===== config.mk =====
export PLATFORM = sky130hd
export DESIGN_NAME = param_mod_counter_flat
export DESIGN_NICKNAME = d
export VERILOG_FILES = /design/src/rtl/param_mod_counter_if.sv /design/src/rtl/param_mod_counter.sv /design/src/flat_wrapper.sv
export SDC_FILE = /design/constraint.sdc
export NUM_CORES = 1
export LEC_CHECK = 0
export CORE_MARGIN = 2
export CORE_UTILIZATION = 40
export DETAILED_ROUTE_END_ITERATION = 6
export GPL_TIMING_DRIVEN = 1
export PLACE_DENSITY = 0.69
export SLEW_MARGIN = 20
export SYNTH_ARGS = -nofsm -noshare
export SYNTH_HDL_FRONTEND = slang
export SYNTH_SLANG_ARGS = --single-unit

===== constraint.sdc =====
create_clock -name clk -period 2.45 [get_ports clk]
set_clock_uncertainty 0.05 [all_clocks]
set_input_delay 0.3675 -clock clk [delete_from_list [all_inputs] [get_ports clk]]
set_output_delay 0.3675 -clock clk [all_outputs]
set_load 0.05 [all_outputs]

===== src/rtl/param_mod_counter_if.sv =====
// ----------------------------------------------------------------------------
// param_mod_counter_if
// Bundles the control inputs and status outputs of param_mod_counter.
//   master : drives en/up/load/load_val/limit/mode/clr_ovf, observes status
//   slave  : the counter side; receives controls, drives count/tc/wrap/ovf/done
// Parameter WIDTH must match the WIDTH of the attached counter.
// ----------------------------------------------------------------------------
interface param_mod_counter_if #(
    parameter int WIDTH = 4
);
    logic             en;
    logic             up;
    logic             load;
    logic [WIDTH-1:0] load_val;
    logic [WIDTH-1:0] limit;
    logic [1:0]       mode;
    logic             clr_ovf;
    logic [WIDTH-1:0] count;
    logic             tc;
    logic             wrap;
    logic             ovf;
    logic             done;

    modport master (
        output en, up, load, load_val, limit, mode, clr_ovf,
        input  count, tc, wrap, ovf, done
    );

    modport slave (
        input  en, up, load, load_val, limit, mode, clr_ovf,
        output count, tc, wrap, ovf, done
    );
endinterface


===== src/rtl/param_mod_counter.sv =====
// ----------------------------------------------------------------------------
// param_mod_counter
// Programmable-modulus up/down counter with wrap / saturate / one-shot
// end-of-range behaviour.
// Ports:
//   clk  : rising-edge clock
//   rst  : synchronous active-high reset, overrides every other input
//   bus  : param_mod_counter_if.slave
//          en, up, load, load_val, limit, mode, clr_ovf  (controls)
//          count, wrap, ovf, done (registered), tc (combinational)
// Parameters:
//   WIDTH   : counter / limit / load width in bits (>= 1)
//   RST_VAL : count value after reset
// ----------------------------------------------------------------------------
module param_mod_counter #(
    parameter int WIDTH   = 4,
    parameter int RST_VAL = 0
) (
    input  logic                 clk,
    input  logic                 rst,
    param_mod_counter_if.slave   bus
);

    typedef enum logic [1:0] {
        MODE_WRAP     = 2'b00,
        MODE_SAT      = 2'b01,
        MODE_ONESHOT  = 2'b10,
        MODE_WRAP_ALT = 2'b11
    } mode_e;

    localparam logic [WIDTH-1:0] ZERO_C  = {WIDTH{1'b0}};
    localparam logic [WIDTH-1:0] ONE_C   = WIDTH'(1);
    localparam logic [WIDTH-1:0] RESET_C = WIDTH'(RST_VAL);

    logic [WIDTH-1:0] count_r;
    logic             wrap_r;
    logic             ovf_r;
    logic             done_r;

    logic [WIDTH-1:0] count_nxt_s;
    logic             wrap_nxt_s;
    logic             ovf_nxt_s;
    logic             done_nxt_s;
    logic             at_end_s;   // counter sits at the terminal for its direction
    mode_e            mode_s;

    assign mode_s = mode_e'(bus.mode);

    // Terminal-count detection, used both for tc and for the step decision.
    always_comb begin
        at_end_s = 1'b0;
        if (bus.up) begin
            at_end_s = (count_r >= bus.limit);
        end else begin
            at_end_s = (count_r == ZERO_C);
        end
    end

    // Next-state computation: load beats enable; the out-of-range clamp beats a normal step.
    always_comb begin
        count_nxt_s = count_r;
        wrap_nxt_s  = 1'b0;
        ovf_nxt_s   = ovf_r & ~bus.clr_ovf;
        done_nxt_s  = done_r;

        if (bus.load) begin
            if (bus.load_val > bus.limit) begin
                count_nxt_s = bus.limit;
            end else begin
                count_nxt_s = bus.load_val;
            end
            done_nxt_s = 1'b0;
        end else if (bus.en && !done_r) begin
            if (count_r > bus.limit) begin
                // limit was lowered below the current count: pull back in range silently
                count_nxt_s = bus.limit;
            end else if (at_end_s) begin
                case (mode_s)
                    MODE_WRAP, MODE_WRAP_ALT: begin
                        if (bus.up) begin
                            count_nxt_s = ZERO_C;
                        end else begin
                            count_nxt_s = bus.limit;
                        end
                        wrap_nxt_s = 1'b1;
                        ovf_nxt_s  = 1'b1;   // a wrap outranks a simultaneous clear
                    end
                    MODE_SAT: begin
                        count_nxt_s = count_r;
                    end
                    MODE_ONESHOT: begin
                        done_nxt_s = 1'b1;
                    end
                    default: begin
                        count_nxt_s = count_r;
                    end
                endcase
            end else if (bus.up) begin
                count_nxt_s = count_r + ONE_C;
            end else begin
                count_nxt_s = count_r - ONE_C;
            end
        end else begin
            count_nxt_s = count_r;
        end
    end

    // State and output registers with synchronous reset.
    always_ff @(posedge clk) begin
        if (rst) begin
            count_r <= RESET_C;
            wrap_r  <= 1'b0;
            ovf_r   <= 1'b0;
            done_r  <= 1'b0;
        end else begin
            count_r <= count_nxt_s;
            wrap_r  <= wrap_nxt_s;
            ovf_r   <= ovf_nxt_s;
            done_r  <= done_nxt_s;
        end
    end

    assign bus.count = count_r;
    assign bus.tc    = at_end_s;
    assign bus.wrap  = wrap_r;
    assign bus.ovf   = ovf_r;
    assign bus.done  = done_r;

endmodule


===== src/flat_wrapper.sv =====
// flat-port wrapper written by rule: the top's interface ports become plain ports
module param_mod_counter_flat 
#(
    parameter int WIDTH   = 4,
    parameter int RST_VAL = 0
)
  (clk, rst, bus_en, bus_up, bus_load, bus_load_val, bus_limit, bus_mode, bus_clr_ovf, bus_count, bus_tc, bus_wrap, bus_ovf, bus_done);
  param_mod_counter_if #(.WIDTH(WIDTH)) bus_i ();
  input  logic clk;
  input  logic rst;
  input wire logic [$bits(bus_i.en)-1:0] bus_en;
  input wire logic [$bits(bus_i.up)-1:0] bus_up;
  input wire logic [$bits(bus_i.load)-1:0] bus_load;
  input wire logic [$bits(bus_i.load_val)-1:0] bus_load_val;
  input wire logic [$bits(bus_i.limit)-1:0] bus_limit;
  input wire logic [$bits(bus_i.mode)-1:0] bus_mode;
  input wire logic [$bits(bus_i.clr_ovf)-1:0] bus_clr_ovf;
  output wire logic [$bits(bus_i.count)-1:0] bus_count;
  output wire logic [$bits(bus_i.tc)-1:0] bus_tc;
  output wire logic [$bits(bus_i.wrap)-1:0] bus_wrap;
  output wire logic [$bits(bus_i.ovf)-1:0] bus_ovf;
  output wire logic [$bits(bus_i.done)-1:0] bus_done;
  assign bus_i.en = bus_en;
  assign bus_i.up = bus_up;
  assign bus_i.load = bus_load;
  assign bus_i.load_val = bus_load_val;
  assign bus_i.limit = bus_limit;
  assign bus_i.mode = bus_mode;
  assign bus_i.clr_ovf = bus_clr_ovf;
  assign bus_count = bus_i.count;
  assign bus_tc = bus_i.tc;
  assign bus_wrap = bus_i.wrap;
  assign bus_ovf = bus_i.ovf;
  assign bus_done = bus_i.done;
  param_mod_counter #(.WIDTH(WIDTH), .RST_VAL(RST_VAL)) u_core (.clk(clk), .rst(rst), .bus(bus_i));
endmodule

==> impl_metrics.yaml <==
timing:
  setup_viol: 0
  worstMarginPinSlew_ns: 0.498
  fmax_ghz: 0.428
  holdWs_ns: 0.437
  relSlewSlack: 0.667
  hold_viol_final: 0
  slew_violations: 0
  fin_crit_sh: 0.954
  fin_crit_ns: 2.34
  rsz0062_at_grt: "no"
cts:
  clock-sinks: 7
  root_buffer: "clkbuf_4"
  numCtsBuffers: 3
  path_clk_slew_ns: 0.05
  cts_tree: "done"
  cts_max_level: 1
  clockBufferDepth: 2
  clk_latency_ns: 0.26
logic_synthesis:
  synth_top_area_frac: 0.186
  syn_area_um2: 753
  yosys_warnings: 0
  ys_seq_area_frac: 0.186
  async_flop_share: 0
  synth_flop_cell: "dfxtp_1"
  synth_top_cell_by_area: "dfxtp_1"
  synth-seq-cells: 7
  synth_common_cells: "11 x ha_1, 7 x dfxtp_1, 7 x inv_1, 7 x nor2_1"
  syn-num-nets: 111
  yosysUniqueCellTypes: 32
  syn_avg_cell_area_um2: 9.07
  netlist_instances: 83
  yosysMostFrequentCell: "ha_1"
  synth_edf_count: 0
  synth.top_cells.by_area: "dfxtp_1 19%, ha_1 18%, mux2i_1 8.0%, a21oi_1 4.0%, inv_1 3.5%"
route:
  drtAntennaViolNets: 0
  via_per_inst: 5.22
  dr_total_vias: 773
  wl_per_cell_um: 13.1
  drt_iter0_markers: 6
  drc_errors: 0
  totalWireLength_mm: 1.93
  firstDrtPassIters: 4
floorplanning:
  rows: 15
  die-width_um: 47.4
  initial_core_util: 0.432
  dieArea_um2: 2250
  io-pin-count: 24
  die_h_um: 47.4
  core-area_um2: 1750
global_route:
  grt_max_degree: 8
  grt_pass1_wl_mm: 3.04
  antenna_found_initial: 0
  use_met3: 0.0577
  first_global_vias: 693
  met2_usage: 0.346
  top_usage_layer: "met2"
  overflow: 0
  grt_use_met1: 0.232
  grt_use_total: 0.197
placed_design:
  io_buffers: 23
  gp_congestion: 0.833
  place_inst: 143
  hpwlAfterDp_mm: 1.60
  placed_cell_area_um2: 1100
setup_path:
  worst_ep_arrival_time_ns: 1.92
  startpoint: "bus_limit[3]"
  crit_fanout: 5
  cp.required_ns: 2.03
  start_kind: "input pin"
  crit_type: "input pin to output port"
  timing.rr.start: "u_core.bus.count[1]"
  end_kind: "output port"
pwr:
  ir_worst_vdd_mv: 0.319
  power_density_nw_per_um2: 531
  finalPower_uw: 616
  leakagePower_nw: 0.530
final_layout:
  finalNonFillerCells: 148
  final_area_um2: 1160
  fill_cells: 153
  finish.utilization: 0.664
  areaGrowthSynthToFinish_pct: 53.8
  antenna_cells: 0
  drive_gt1_frac: 0.220
  nets: 152
outcome:
  status: "finished, final reports clean"
hold_path:
  hold_path.class: "register to register"
  min_from: "u_core.bus.done"
job:
  drv_cap: 0
placed cells by master, fill, tap and decap left out, types with 2 or more instances in the layout:
cell,Yosys,final
clkdlybuf4s50_1,0,21
buf_4,0,13
ha_1,11,10
nor2_1,7,7
dfxtp_1,7,7
inv_1,7,6
mux2i_1,6,6
a21oi_1,6,5
o22ai_1,4,4
nor2b_1,3,3
and4_1,3,3
clkbuf_4,0,3
o211ai_1,2,2
a21oi_2,1,2
a31oi_1,2,2
xnor2_1,2,2
o32ai_1,2,2
a2bb2oi_1,2,2
o31ai_1,2,2
power by group:
part           switching [mW]  internal (mW)
Sequential             0.0123          0.124
Combinational           0.198          0.174
Clock                  0.0442         0.0622
flip-flops by register name (all words and copies together) (netlist names):
register          count
u_core.bus.count      4
u_core.bus.wrap       1
u_core.bus.ovf        1
u_core.bus.done       1
final timing paths:
| check | endpoint | cells after the start | slack [ns] |
|---|---|---|---|
| setup / recovery | bus_tc | 7 | 0.11 |
| hold reg to reg | u_core.bus.done | 2 | 0.44 |
| hold / removal | u_core.bus.done | 2 | 0.44 |
| setup reg to reg | u_core.bus.count[3] | 8 | 0.41 |
cell families after synthesis:
logic type | synth area share
AOI/OAI and AO/OA | 0.259
and+or+nand+nor | 0.196
adders and majority gates | 0.209
buffers and inverters | 0.0349
DFF | 0.186
muxes | 0.0797
xor gates and xnor gates | 0.0349
final cells by class:
type / count / area, um2 / area share
Sequential cell: 7 / 140 / 0.121
Multi-Input combinational cell: 69 / 603 / 0.521
Tap cell: 25 / 31.3 / 0.0270
Inverter: 7 / 26.3 / 0.0227
Timing Repair Buffer: 36 / 332 / 0.286
Clock buffer: 4 / 26.3 / 0.0227
critical path, cell delays in order:
cell             delay (ns)
clkdlybuf4s50_1        0.47
inv_1                  0.08
ha_1                   0.35
a21oi_2                0.18
nand3_1                0.10
a21o_2                 0.23
buf_6                  0.15
metrics by stage:
step,TNS (ns),setup slack [ns]
2_1_floorplan,0,0.0786
3_3_place_gp,-0.372,-0.0942
3_5_place_dp,-0.589,-0.147
4_1_cts,0,0.0523
5_1_grt,0,0.0348
6_report,0,0.113
per-layer routing:
layer	vias to the layer above	routed length, um
met5	-	0
met4	0	21
met3	2	82
met2	25	968
met1	347	860
li1	399	-
what timing repair did:
item	4_1_cts	5_1_grt
setup buffers	1	0
endpoints found under the setup margin	1	5
gates resized for setup	2	3
hold endpoints to repair	0	0
hold buffers	0	0
pin swaps	2	2
(Power assumes the default switching activity.)
